==> config.mk <==
export PLATFORM = sky130hd
export DESIGN_NAME = fp_to_linear_flat
export DESIGN_NICKNAME = d
export VERILOG_FILES = /design/src/rtl/fp_pkg.sv /design/src/rtl/fp_to_linear_if.sv /design/src/rtl/fp_to_linear_chk.sv /design/src/rtl/fp_to_linear.sv /design/src/flat_wrapper.sv
export SDC_FILE = /design/constraint.sdc
export NUM_CORES = 1
export LEC_CHECK = 0
export CORE_AREA = 2 2 59 61
export DETAILED_ROUTE_END_ITERATION = 7
export DIE_AREA = 0 0 61 63
export GPL_TIMING_DRIVEN = 0
export MAX_ROUTING_LAYER = met4
export PLACE_DENSITY = 0.86
export SYNTH_ARGS = -nofsm -noshare
export SYNTH_HDL_FRONTEND = slang
export SYNTH_SLANG_ARGS = --single-unit
==> constraint.sdc <==
create_clock -name clk -period 2.2 [get_ports clk]
set_clock_uncertainty 0.2 [all_clocks]
set_input_delay 0.22 -clock clk [delete_from_list [all_inputs] [get_ports clk]]
set_output_delay 0.22 -clock clk [all_outputs]
set_load 0.03 [all_outputs]
==> src/rtl/fp_pkg.sv <==
// Shared definitions for the float-code datapath (encoder and decoder sides).
// Holds the code field widths, the packed code layout and the decoder state encoding.
package fp_pkg;

    localparam int EXP_W  = 3;
    localparam int MANT_W = 5;
    localparam int OUT_W  = 13;

    typedef struct packed {
        logic              S;
        logic [EXP_W-1:0]  E;
        logic [MANT_W-1:0] F;
    } fp_code_t;

    typedef enum logic [1:0] {
        IDLE  = 2'd0,
        SHIFT = 2'd1,
        HOLD  = 2'd2
    } state_t;

endpackage

==> src/rtl/fp_to_linear_if.sv <==
// Code-in / linear-out handshake bundle for fp_to_linear.
// The master drives codes and consumes results; the slave is the decoder.
interface fp_to_linear_if #(
    parameter int EXP_W  = fp_pkg::EXP_W,
    parameter int MANT_W = fp_pkg::MANT_W,
    parameter int OUT_W  = fp_pkg::OUT_W
) ();

    logic              in_valid;
    logic              in_ready;
    logic              S;
    logic [EXP_W-1:0]  E;
    logic [MANT_W-1:0] F;
    logic              out_valid;
    logic              out_ready;
    logic [OUT_W-1:0]  D;
    logic              busy;

    modport master (
        output in_valid, S, E, F, out_ready,
        input  in_ready, out_valid, D, busy
    );

    modport slave (
        input  in_valid, S, E, F, out_ready,
        output in_ready, out_valid, D, busy
    );

endinterface

==> src/rtl/fp_to_linear_chk.sv <==
// Protocol and parameter checks for fp_to_linear; simulation-only observer.
// Confirms the output width fits the largest decoded magnitude plus sign.
module fp_to_linear_chk #(
    parameter int EXP_W  = 3,
    parameter int MANT_W = 5,
    parameter int OUT_W  = 13
) (
    input logic             clk,
    input logic             rst_n,
    input logic             in_ready,
    input logic             busy,
    input logic             out_valid,
    input logic             out_ready,
    input logic [OUT_W-1:0] D
);

    generate
        if (OUT_W < MANT_W + (1 << EXP_W)) begin : g_width_err
            $error("fp_to_linear: OUT_W too narrow for MANT_W and EXP_W");
        end
    endgenerate

    a_ready_not_busy : assert property (
        @(posedge clk) disable iff (!rst_n) (in_ready == !busy)
    );

    // A result that is not consumed must stay put, value and valid alike.
    a_hold_stable : assert property (
        @(posedge clk) disable iff (!rst_n)
        (out_valid && !out_ready) |=> (out_valid && $stable(D))
    );

endmodule

==> src/rtl/fp_to_linear.sv <==
// Iterative float-code to linear decoder: D = (-1)^S * F * 2^E.
// One left shift per clock while the exponent counts down, then a sign-apply step.
module fp_to_linear #(
    parameter int EXP_W  = fp_pkg::EXP_W,
    parameter int MANT_W = fp_pkg::MANT_W,
    parameter int OUT_W  = fp_pkg::OUT_W
) (
    input logic           clk,
    input logic           rst_n,
    fp_to_linear_if.slave bus
);

    import fp_pkg::*;

    localparam logic [EXP_W-1:0] CNT_ONE = {{(EXP_W-1){1'b0}}, 1'b1};
    localparam logic [OUT_W-1:0] OUT_ONE = {{(OUT_W-1){1'b0}}, 1'b1};

    state_t             state_r;
    logic               sign_r;
    logic [EXP_W-1:0]   cnt_r;
    logic [OUT_W-2:0]   mag_r;
    logic [OUT_W-1:0]   d_r;
    logic               out_valid_r;

    logic [OUT_W-1:0]   mag_ext_s;
    logic [OUT_W-1:0]   result_s;

    assign bus.in_ready  = (state_r == IDLE);
    assign bus.busy      = (state_r != IDLE);
    assign bus.out_valid = out_valid_r;
    assign bus.D         = d_r;

    // Sign-apply: magnitude never reaches the top bit, so negation cannot wrap.
    always_comb begin
        mag_ext_s = {1'b0, mag_r};
        if (sign_r) begin
            result_s = (~mag_ext_s) + OUT_ONE;
        end else begin
            result_s = mag_ext_s;
        end
    end

    // Control FSM with the shift datapath and registered result.
    always_ff @(posedge clk or negedge rst_n) begin
        if (!rst_n) begin
            state_r     <= IDLE;
            sign_r      <= 1'b0;
            cnt_r       <= {EXP_W{1'b0}};
            mag_r       <= {(OUT_W-1){1'b0}};
            d_r         <= {OUT_W{1'b0}};
            out_valid_r <= 1'b0;
        end else begin
            case (state_r)
                IDLE: begin
                    if (bus.in_valid) begin
                        sign_r  <= bus.S;
                        cnt_r   <= bus.E;
                        mag_r   <= {{(OUT_W-1-MANT_W){1'b0}}, bus.F};
                        state_r <= SHIFT;
                    end else begin
                        state_r <= IDLE;
                    end
                end
                SHIFT: begin
                    if (cnt_r != {EXP_W{1'b0}}) begin
                        mag_r <= {mag_r[OUT_W-3:0], 1'b0};
                        cnt_r <= cnt_r - CNT_ONE;
                    end else begin
                        d_r         <= result_s;
                        out_valid_r <= 1'b1;
                        state_r     <= HOLD;
                    end
                end
                HOLD: begin
                    // D is left untouched on release so consumers can still read it.
                    if (bus.out_ready) begin
                        out_valid_r <= 1'b0;
                        state_r     <= IDLE;
                    end else begin
                        state_r <= HOLD;
                    end
                end
                default: begin
                    out_valid_r <= 1'b0;
                    state_r     <= IDLE;
                end
            endcase
        end
    end

    fp_to_linear_chk #(
        .EXP_W  (EXP_W),
        .MANT_W (MANT_W),
        .OUT_W  (OUT_W)
    ) u_chk (
        .clk       (clk),
        .rst_n     (rst_n),
        .in_ready  (bus.in_ready),
        .busy      (bus.busy),
        .out_valid (bus.out_valid),
        .out_ready (bus.out_ready),
        .D         (bus.D)
    );

endmodule
==> src/flat_wrapper.sv <==
// flat-port wrapper written by rule: the top's interface ports become plain ports
module fp_to_linear_flat import fp_pkg::*;
#(
    parameter int EXP_W  = fp_pkg::EXP_W,
    parameter int MANT_W = fp_pkg::MANT_W,
    parameter int OUT_W  = fp_pkg::OUT_W
)
  (clk, rst_n, bus_in_valid, bus_S, bus_E, bus_F, bus_out_ready, bus_in_ready, bus_out_valid, bus_D, bus_busy);
  fp_to_linear_if #(.EXP_W(EXP_W), .MANT_W(MANT_W), .OUT_W(OUT_W)) bus_i ();
  input logic clk;
  input logic rst_n;
  input wire logic [$bits(bus_i.in_valid)-1:0] bus_in_valid;
  input wire logic [$bits(bus_i.S)-1:0] bus_S;
  input wire logic [$bits(bus_i.E)-1:0] bus_E;
  input wire logic [$bits(bus_i.F)-1:0] bus_F;
  input wire logic [$bits(bus_i.out_ready)-1:0] bus_out_ready;
  output wire logic [$bits(bus_i.in_ready)-1:0] bus_in_ready;
  output wire logic [$bits(bus_i.out_valid)-1:0] bus_out_valid;
  output wire logic [$bits(bus_i.D)-1:0] bus_D;
  output wire logic [$bits(bus_i.busy)-1:0] bus_busy;
  assign bus_i.in_valid = bus_in_valid;
  assign bus_i.S = bus_S;
  assign bus_i.E = bus_E;
  assign bus_i.F = bus_F;
  assign bus_i.out_ready = bus_out_ready;
  assign bus_in_ready = bus_i.in_ready;
  assign bus_out_valid = bus_i.out_valid;
  assign bus_D = bus_i.D;
  assign bus_busy = bus_i.busy;
  fp_to_linear #(.EXP_W(EXP_W), .MANT_W(MANT_W), .OUT_W(OUT_W)) u_core (.clk(clk), .rst_n(rst_n), .bus(bus_i));
endmodule
Word-level counts from Yosys, hierarchy flattened
Index checks and enable logic that the tools add are counted.

storage, ports and cells
  flip-flop bits (word level) = 32
  output and inout bits = 16
  word-level logic and storage cells = 39

operators by class
  $add $sub $neg = 2
  equal/unequal tests = 6
  multiplexer cells = 14
  bitwise gates (word level) = 3
  reductions and logical operators = 8

operators with widths
  kind                                                                      count
  12-bit 2-to-1 mux                                                         2
  12-bit one-hot mux with 2 select lines                                    1
  13-bit by 1-bit adder with 13-bit output (second input constant)          1
  13-bit 2-to-1 mux                                                         1
  12-bit NOT with 13-bit output                                             1
  3-bit 2-to-1 mux                                                          2
  2-bit inequality test (second input constant)                             3
  2-bit one-hot mux with 3 select lines                                     1
  3-bit one-hot mux with 2 select lines                                     1
  3-bit AND reduction                                                       2
  2-bit 2-to-1 mux                                                          2
  2-bit AND reduction                                                       2
  2-bit nonzero test                                                        2
  1-bit 2-to-1 mux                                                          3
  1-bit one-hot mux with 3 select lines                                     1
  3-bit nonzero test                                                        1
  3-bit by 1-bit subtractor with 3-bit output (second input constant)       1
  2-bit by 1-bit equality test with 1-bit output (second input constant)    1
  2-bit equality test (second input constant)                               1
  2-bit zero test                                                           1
  2-bit by 1-bit inequality test with 1-bit output (second input constant)  1
  1-bit NOT                                                                 2

Depth between registers and ports, before layout
Gate-level depths: netlist of run 1.

  depth in word-level cells = 3
  gate-level depth with buffers = 8
  depth with buffers taken out = 7

Worst setup path after synthesis of run 1
Ideal clock, no wire load.

  path type = register to register
  start point = reg u_core.mag_r[3]
  end point = reg u_core.d_r[11] (netlist: u_core.bus.D[11])
  arrival time = 1.572 ns
  data required time = 1.874 ns
  path slack = 0.302 ns
  cell stages (with the launch flop) = 6
  cells stage by stage = dfrtp_1 buf_6 or4_4 o41ai_4 xor2_1 o21ai_1

between the ends
  longest elaborated chain between the ends = 3

ends and longest elaborated chain
  what                                      line                RTL
  start: declaration                        fp_to_linear.sv:21  logic [OUT_W-2:0] mag_r;
  start signal: assignment                  fp_to_linear.sv:49  mag_r <= {(OUT_W-1){1'b0}};
  start signal: assignment                  fp_to_linear.sv:58  mag_r <= {{(OUT_W-1-MANT_W){1'b0}}, bus.F};
  start signal: assignment                  fp_to_linear.sv:66  mag_r <= {mag_r[OUT_W-3:0], 1'b0};
  12-bit NOT with 13-bit output             fp_to_linear.sv:37  result_s = (~mag_ext_s) + OUT_ONE;
  13-bit by 1-bit adder with 13-bit output  fp_to_linear.sv:37
  13-bit 2-to-1 mux                         fp_to_linear.sv:36  if (sign_r) begin
  end signal: assignment                    fp_to_linear.sv:50  d_r <= {OUT_W{1'b0}};
  end signal: assignment                    fp_to_linear.sv:69  d_r <= result_s;
  end: declaration                          fp_to_linear.sv:22  logic [OUT_W-1:0] d_r;

Every way passes these cells.
A chain may end at the register's enable or synchronous reset.

Worst setup path in the final report of run 1
  start point = reg u_core.state_r[1]
  end point = out bus_busy

between the ends
  longest elaborated chain between the ends = 1

ends and longest elaborated chain
  what                      line                RTL
  start: declaration        fp_to_linear.sv:18  state_t state_r;
  start signal: assignment  fp_to_linear.sv:46  state_r <= IDLE;
  start signal: assignment  fp_to_linear.sv:59  state_r <= SHIFT;
  start signal: assignment  fp_to_linear.sv:61  state_r <= IDLE;
  2-bit nonzero test        fp_to_linear.sv:29  assign bus.busy = (state_r != IDLE);
  end: declaration          flat_wrapper.sv:20  output wire logic [$bits(bus_i.busy)-1:0] bus_busy;

Every way passes these cells.

==> metrics.md, run 1 <==
| Metric | Value |
|---|---|
| IO Count | `29` |
| CTS H-tree lvls | `2` |
| Worst Setup SP | `u_core.state_r[1]` |
| Nets | `225` |
| Post-synthesis register bit count | `32` |
| Post-synthesis compound-gate area fraction | `0.175` |
| CP arrival | `roughly 1.7 ns` |
| Antenna violations before repair | `0` |
| Worst R2R Start | `u_core.cnt_r[0]` |
| DRT Pass-1 Iters | `4` |
| Clock network power share | `0.111` |
| Final setup violation count | `0` |
| Critical-path cell list | `nor2_1, inv_1, clkdlybuf4s50_1` |
| Wirelength per Cell | `between 10 and 15 um` |
| Critical path fanouts, max | `6` |
| Initial core utilization | `0.487` |
| DRC Markers | `0` |
| Worst Setup Start Kind | `flip-flop` |
| Tot Pwr | `3.18 mW` |
| Rel. slew slack | `0.536` |
| Syn nets | `190` |
| Antenna-violating nets left | `0` |
| Post-synthesis simple-gate area fraction | `0.178` |
| XOR/XNOR Fraction of Synth Area | `0.0556` |
| CTS Buf Count | `5` |
| Pin count of the biggest net entering global routing | `33` |
| Outcome | `completed` |
| CTS tree | `yes` |
| CP Class | `reg2out` |
| CP endpoint kind | `output pin` |
| Minimum clock period | `2.09 ns` |
| Filler Cells Inserted | `between 200 and 300` |
| HP Class | `in2async` |
| Vias in the first global route | `about 1.3k` |
| Async SR Flop Fraction | `1.00` |
| # Post-CTS Setup Buffers | `0` |
| Setup tns final | `0 ns` |
| Slowest cell on the critical path | `clkdlybuf4s50_1` |
| Worst flop-to-flop path endpoint | `u_core.mag_r[9]` |
| Iter 0 DRT Violations | `between 40 and 50` |
| Setup WS pre-CTS | `0.00153 ns` |
| Yosys cell types | `29` |
| Mapped Avg Cell Area | `approximately 9 sq um` |
| Later-pin clock latency in the skew report | `approximately 0.34 ns` |
| Maximum vdd drop | `0.805 mV` |
| Clk buf depth | `2` |
| Critical Path RT | `1.78 ns` |
| # diodes | `0` |
| P_sw | `around 1.5 mW` |
| Tcrit/Tclk final | `0.951` |
| Register-to-register setup slack | `0.21 ns` |
| Area Growth Syn to Fin | `25.9%` |
| Logic pwr share | `0.554` |
| Num rows | `21` |
| Total number of vias | `roughly 1.3k` |
| Worst-path clk slew | `approximately 0.090 ns` |
| Cells after Synth | `between 150 and 200` |
| Power Density | `~1600 nW/um^2` |
| EDFF count, synth | `0` |
| Gpl congestion | `about 0.77` |
| Vias per inst | `roughly 5.1` |
| Pint | `between 1.5 and 2 mW` |
| DP HPWL | `2370 um` |
| Post-Syn Area | `approximately 1600 sq um` |
| Core Box Area | `between 3000 and 4000 sq um` |
| Final WL | `between 3000 and 4000 um` |
| Ys Warns | `0` |
| Chip Width | `61 um` |
| Net switching fraction of the power | `0.460` |
| Seq pwr share | `0.335` |
| Root Buffer | `clkbuf_4` |
| Largest family of logic cells by synthesized area | `simple AND/OR/NAND/NOR gates` |
| Share of layout cells above drive strength 1 | `0.0762` |
| RSZ-0062 raised after global routing | `false` |
| Post-synthesis mux area share | `0.0135` |
| Die H | `63 um` |
| Slew @ Worst Pin | `roughly 0.7 ns` |
| Final hold violations | `0` |
| Total congestion overflow | `0` |
| Main flop type after synthesis | `dfrtp_1` |
| Sequential element share of the synthesized area | `0.509` |
| Adder-cell share of the synthesized area | `0.0238` |
| Full die area | `between 3000 and 4000 sq um` |
| Sink Count | `32` |
| CP peak stage delay | `about 0.59 ns` |
| GRT Overall Usage | `0.198` |
| Max cap viols | `0` |
| Max Fclk | `0.478 GHz` |
| Pleak | `between 0.8 and 0.9 nW` |
| Fin. max-slew vios | `0` |
| I/O Buffers | `28` |
| Global-route wire length before repair | `around 5500 um` |
| Slack of the critical path | `~0.11 ns` |
| R2r worst-path depth | `6` |
-- area by class of cell --
| cell class | instances | area, sq um | share of cell area |
|---|---|---|---|
| buffer | 8 | 37.5 | 0.0189 |
| clock buffer | 6 | 51.3 | 0.0259 |
| clock inverter | 2 | 10.0 | 0.00505 |
| inverter | 8 | 33.8 | 0.0170 |
| multi-input combinational | 125 | 703 | 0.355 |
| sequential | 32 | 801 | 0.404 |
| tap | 46 | 57.6 | 0.0290 |
| timing repair buffer | 29 | 288 | 0.145 |
-- synthesized netlist by cell type, types with 4 or more instances --
library cell | number | share of area
nand2_1 | 40 | 0.095
dfrtp_1 | 32 | 0.51
o21ai_0 | 25 | 0.079
nor2_1 | 12 | 0.029
clkbuf_1 | 8 | 0.019
inv_1 | 8 | 0.019
a21oi_1 | 6 | 0.019
xor2_1 | 6 | 0.033
a31oi_1 | 5 | 0.020
xnor2_1 | 4 | 0.022
-- registers in the layout, indices dropped and copies added, names as in the netlist --
name                  count
u_core.bus.D             13
u_core.bus.out_valid      1
u_core.cnt_r              3
u_core.mag_r             12
u_core.sign_r             1
u_core.state_r            2
-- through the flow --
step / area [sq um] / instances / hold slack, ns / util
after floorplan: 1570 / 174 / -0.276 / -
after global placement: 1910 / 248 / 0.263 / 0.592
after detailed placement: 1910 / 248 / 0.276 / 0.592
after CTS: 1970 / 255 / 0.239 / 0.609
after global routing: 1980 / 256 / 0.239 / 0.613
final: 1980 / 256 / 0.247 / 0.613
-- worst max-delay path by stage --
stage	to	slack, ns	depth (start not counted)
floorplan	u_core.bus.D[11]	0.30	5
global placement	u_core.mag_r[4]	0.07	7
detailed placement	u_core.mag_r[4]	0.002	8
CTS	bus_in_ready	0.03	2
global route	u_core.mag_r[9]	0.03	6
finish	bus_busy	0.11	3
-- what timing repair did --
action,in CTS,in global routing
gates resized for setup,0,4
hold buffers,0,1
hold endpoints to repair,0,32
setup endpoints to repair,2,4
-- worst max-delay path: cells and delay by family (launching register included) --
family / cells / cell delay [ns]
buf+inv: 2 / 0.65
flops: 1 / 0.44
simple gates: 1 / 0.24
-- cells in the final DEF, fill, tap and decap left out, types with 2 or more instances in the layout --
master and count:
a21oi_1 6, a31oi_1 5, clkbuf_1 6, clkbuf_4 5
clkdlybuf4s50_1 26, clkinv_2 2, dfrtp_1 32, ha_1 3
inv_1 7, nand2_1 40, nand2b_1 2, nand3_1 2
nor2_1 12, nor2b_1 3, o21ai_0 25, o31ai_1 3
o41ai_1 2, xnor2_1 4, xor2_1 6
-- cells by family (layout without fill, tap and decap cells) --
| logic type | Yosys count | count (layout) |
|---|---|---|
| XOR/XNOR | 10 | 10 |
| multiplexers | 2 | 2 |
| flip-flops | 32 | 32 |
| adder cells (fa/ha/maj) | 3 | 3 |
| AO/OA/AOI/OAI | 45 | 45 |
| buffers and inverters | 17 | 53 |
| AND/OR/NAND/NOR | 65 | 65 |
-- per-layer routing --
metal  vias up  track usage  wire length, um
li1        656            -                -
met1       608        0.225             1420
met2        33        0.305             1510
met3        12       0.0580              129
met4         0        0.109               97
met5         -            -                0
-- power groups by stage --
stage	clock (mW)	combinational (mW)	sequential, mW
2_1_floorplan	0	1.03	1.25
6_report	0.354	1.76	1.06
4_1_cts	0.360	1.76	1.07
3_5_place_dp	0	1.77	1.08
5_1_grt	0.385	1.96	1.11
3_3_place_gp	0	1.71	1.05
Power figures use the tool's default switching activity.
==> inputs of run 2 (changes only) <==
CORE_AREA = 2 2 57 59   (was 2 2 59 61)
CTS_BUF_LIST = sky130_fd_sc_hd__clkbuf_4 sky130_fd_sc_hd__clkbuf_8   (was not set)
DIE_AREA = 0 0 59 61   (was 0 0 61 63)
PLACE_DENSITY = 0.91   (was 0.86)
==> run 2 against run 1 <==
Against the previous run:
- critical path depth unchanged
- non-clock buffer count up 1
- worst hold slack improved by 0.0084 ns
- via count down 2.7%
==> metrics.md, run 2 (synthesized netlist as in run 1, its figures left out) <==
| Metric | Value |
|---|---|
| Nets | `226 (+0.44%)` |
| Later-pin clock latency in the skew report | `0.33 ns (about the same)` |
| Chip Width | `59 um (-3.3%)` |
| Area of the multi-input gates | `703 sq um (unchanged)` |
| GRT Overall Usage | `0.202 (+0.00418)` |
| Global-route wire length before repair | `5220 um (-5.1%)` |
| RSZ-0062 raised after global routing | `false` |
| Worst Setup Start Kind | `flip-flop` |
| Slowest cell on the critical path | `clkdlybuf4s50_1` |
| Critical Path RT | `1.78 ns (about the same)` |
| Placed cells | `235 (-5.2%)` |
| Total congestion overflow | `0 (unchanged)` |
| Max Fclk | `0.484 GHz (+1.2%)` |
| Critical path fanouts, max | `6 (unchanged)` |
| Vias in the first global route | `1239 (-4.2%)` |
| Num rows | `20 (-4.8%)` |
| HP Class | `in2async` |
| Power Density | `1610 nW/um^2 (+0.44%)` |
| Filler Cells Inserted | `226 (-24%)` |
| Clk buf depth | `2 (unchanged)` |
| # diodes | `0 (unchanged)` |
| CP peak stage delay | `0.59 ns (about the same)` |
| IO Count | `29 (unchanged)` |
| Slew @ Worst Pin | `0.676 ns (-0.0196 ns)` |
| Pleak | `0.897 nW (+1.1%)` |
| Tot Pwr | `3.17 mW (-0.25%)` |
| Setup tns final | `0 ns (unchanged)` |
| CTS Buf Count | `5 (unchanged)` |
| DRC Markers | `0 (unchanged)` |
| Antenna violations before repair | `0 (unchanged)` |
| Root Buffer | `clkbuf_4` |
| Max cap viols | `0 (unchanged)` |
| Final hold violations | `0 (unchanged)` |
| Vias per inst | `5.22 (+2.1%)` |
| Minimum clock period | `2.07 ns (-0.0251 ns)` |
| Final setup violation count | `0 (unchanged)` |
| Family with the most delay on the worst path | `buffers and inverters` |
| DRT Pass-1 Iters | `4 (unchanged)` |
| Worst Path Buf+Inv | `2 (unchanged)` |
| Outcome | `completed` |
| Sink Count | `32 (unchanged)` |
| Rel. slew slack | `0.550 (+0.0131)` |
| Commonest non-fill, non-tap cell in the layout | `nand2_1` |
| Gpl congestion | `0.746 (-3.0%)` |
| Wirelength per Cell | `12.3 um (-0.47%)` |
| CP Class | `reg2out` |
| Maximum vdd drop | `0.825 mV (+2.5%)` |
| Pin count of the biggest net entering global routing | `33 (unchanged)` |
| DP HPWL | `2260 um (-4.3%)` |
| Initial core utilization | `0.533 (+0.0460)` |
| Tcrit/Tclk final | `0.940 (-0.0114)` |
| CTS tree | `yes` |
| Full die area | `3600 sq um (-6.3%)` |
| Critical-path cell list | `nor2_1, inv_1, clkdlybuf4s50_1` |
| Share of layout cells above drive strength 1 | `0.0806 (+0.00438)` |
| CTS H-tree lvls | `2 (unchanged)` |
| CP arrival | `1.65 ns (-0.02 ns)` |
| Most frequent cells in the layout | `nand2_1, dfrtp_1, clkdlybuf4s50_1` |
| Fin. max-slew vios | `0 (unchanged)` |
| Die H | `61 um (-3.2%)` |
| Cell Count, Final, Fillers Out | `244 (-4.7%)` |
| Sequential cell area | `801 sq um (unchanged)` |
| CP endpoint kind | `output pin` |
| Final WL | `2990 um (-5.1%)` |
| Iter 0 DRT Violations | `23 (-45%)` |
| Core Box Area | `2950 sq um (-8.6%)` |
| Antenna-violating nets left | `0 (unchanged)` |
| Worst-path clk slew | `0.10 ns (about the same)` |
| I/O Buffers | `28 (unchanged)` |
| Total number of vias | `1274 (-2.7%)` |
| Max reg flops | `13 (unchanged)` |
| Area Growth Syn to Fin | `25.0%` |
| Final Core Density | `0.667 (+0.0533)` |
[run 2: layout make-up]
type                       count  area share
tap                           33      0.0210
timing repair buffer          29       0.146
inverter                       8      0.0153
sequential                    32       0.407
multi-input combinational    125       0.357
buffer                         9      0.0223
clock inverter                 2     0.00509
clock buffer                   6      0.0261
[run 2: path summary, 6_finish.rpt]
path | from | endpoint | slack [ns] | cells past startpoint
worst max-delay path | u_core.state_r[1] | bus_busy | 0.13 | 3
worst min register to register | u_core.bus.D[6] | u_core.bus.D[6] | 0.28 | 2
min in group clk | bus_F[0] | u_core.mag_r[0] | 0.26 | 3
worst max register to register | u_core.cnt_r[0] | u_core.mag_r[2] | 0.16 | 8
worst min-delay path | rst_n | u_core.bus.out_valid | 0.26 | 2
max in group asynchronous | rst_n | u_core.bus.D[5] | 1.11 | 2
[run 2: metal layers]
metal  track usage  up-vias  routed length (um)  part of all wire
li1              -      658                   -                 -
met1         0.225      584                1340              0.45
met2         0.337       25                1500              0.50
met3        0.0618        7                 103             0.034
met4        0.0844        0                  47             0.016
met5             -        -                   0                 0
[run 2: power by group]
part / total, mW / switching (mW) / leakage (nW) / internal [mW]
logic: 1.75 / 1.04 / 0.455 / 0.718
registers: 1.07 / 0.211 / 0.404 / 0.854
clock network: 0.352 / 0.200 / 0.0380 / 0.152
total: 3.17 / 1.45 / 0.897 / 1.72
[run 2: stage by stage]
| stage | setup WS (ns) | hold slack (ns) | cell area (sq um) |
|---|---|---|---|
| floorplan | 0.302 | -0.276 | 1570 |
| global placement | 0.0798 | 0.261 | 1900 |
| detailed placement | 0.0562 | 0.269 | 1900 |
| CTS | 0.0233 | 0.258 | 1960 |
| global route | 0.0106 | 0.276 | 1970 |
| finish | 0.132 | 0.256 | 1970 |
[run 2: repair_timing]
| item | in CTS | in global routing |
|---|---|---|
| hold buffers | 0 | 1 |
| hold endpoints to repair | 0 | 32 |
| buffers inserted | 0 | 0 |
| gates resized for setup | 0 | 6 |
| endpoints found under the setup margin | 0 | 10 |
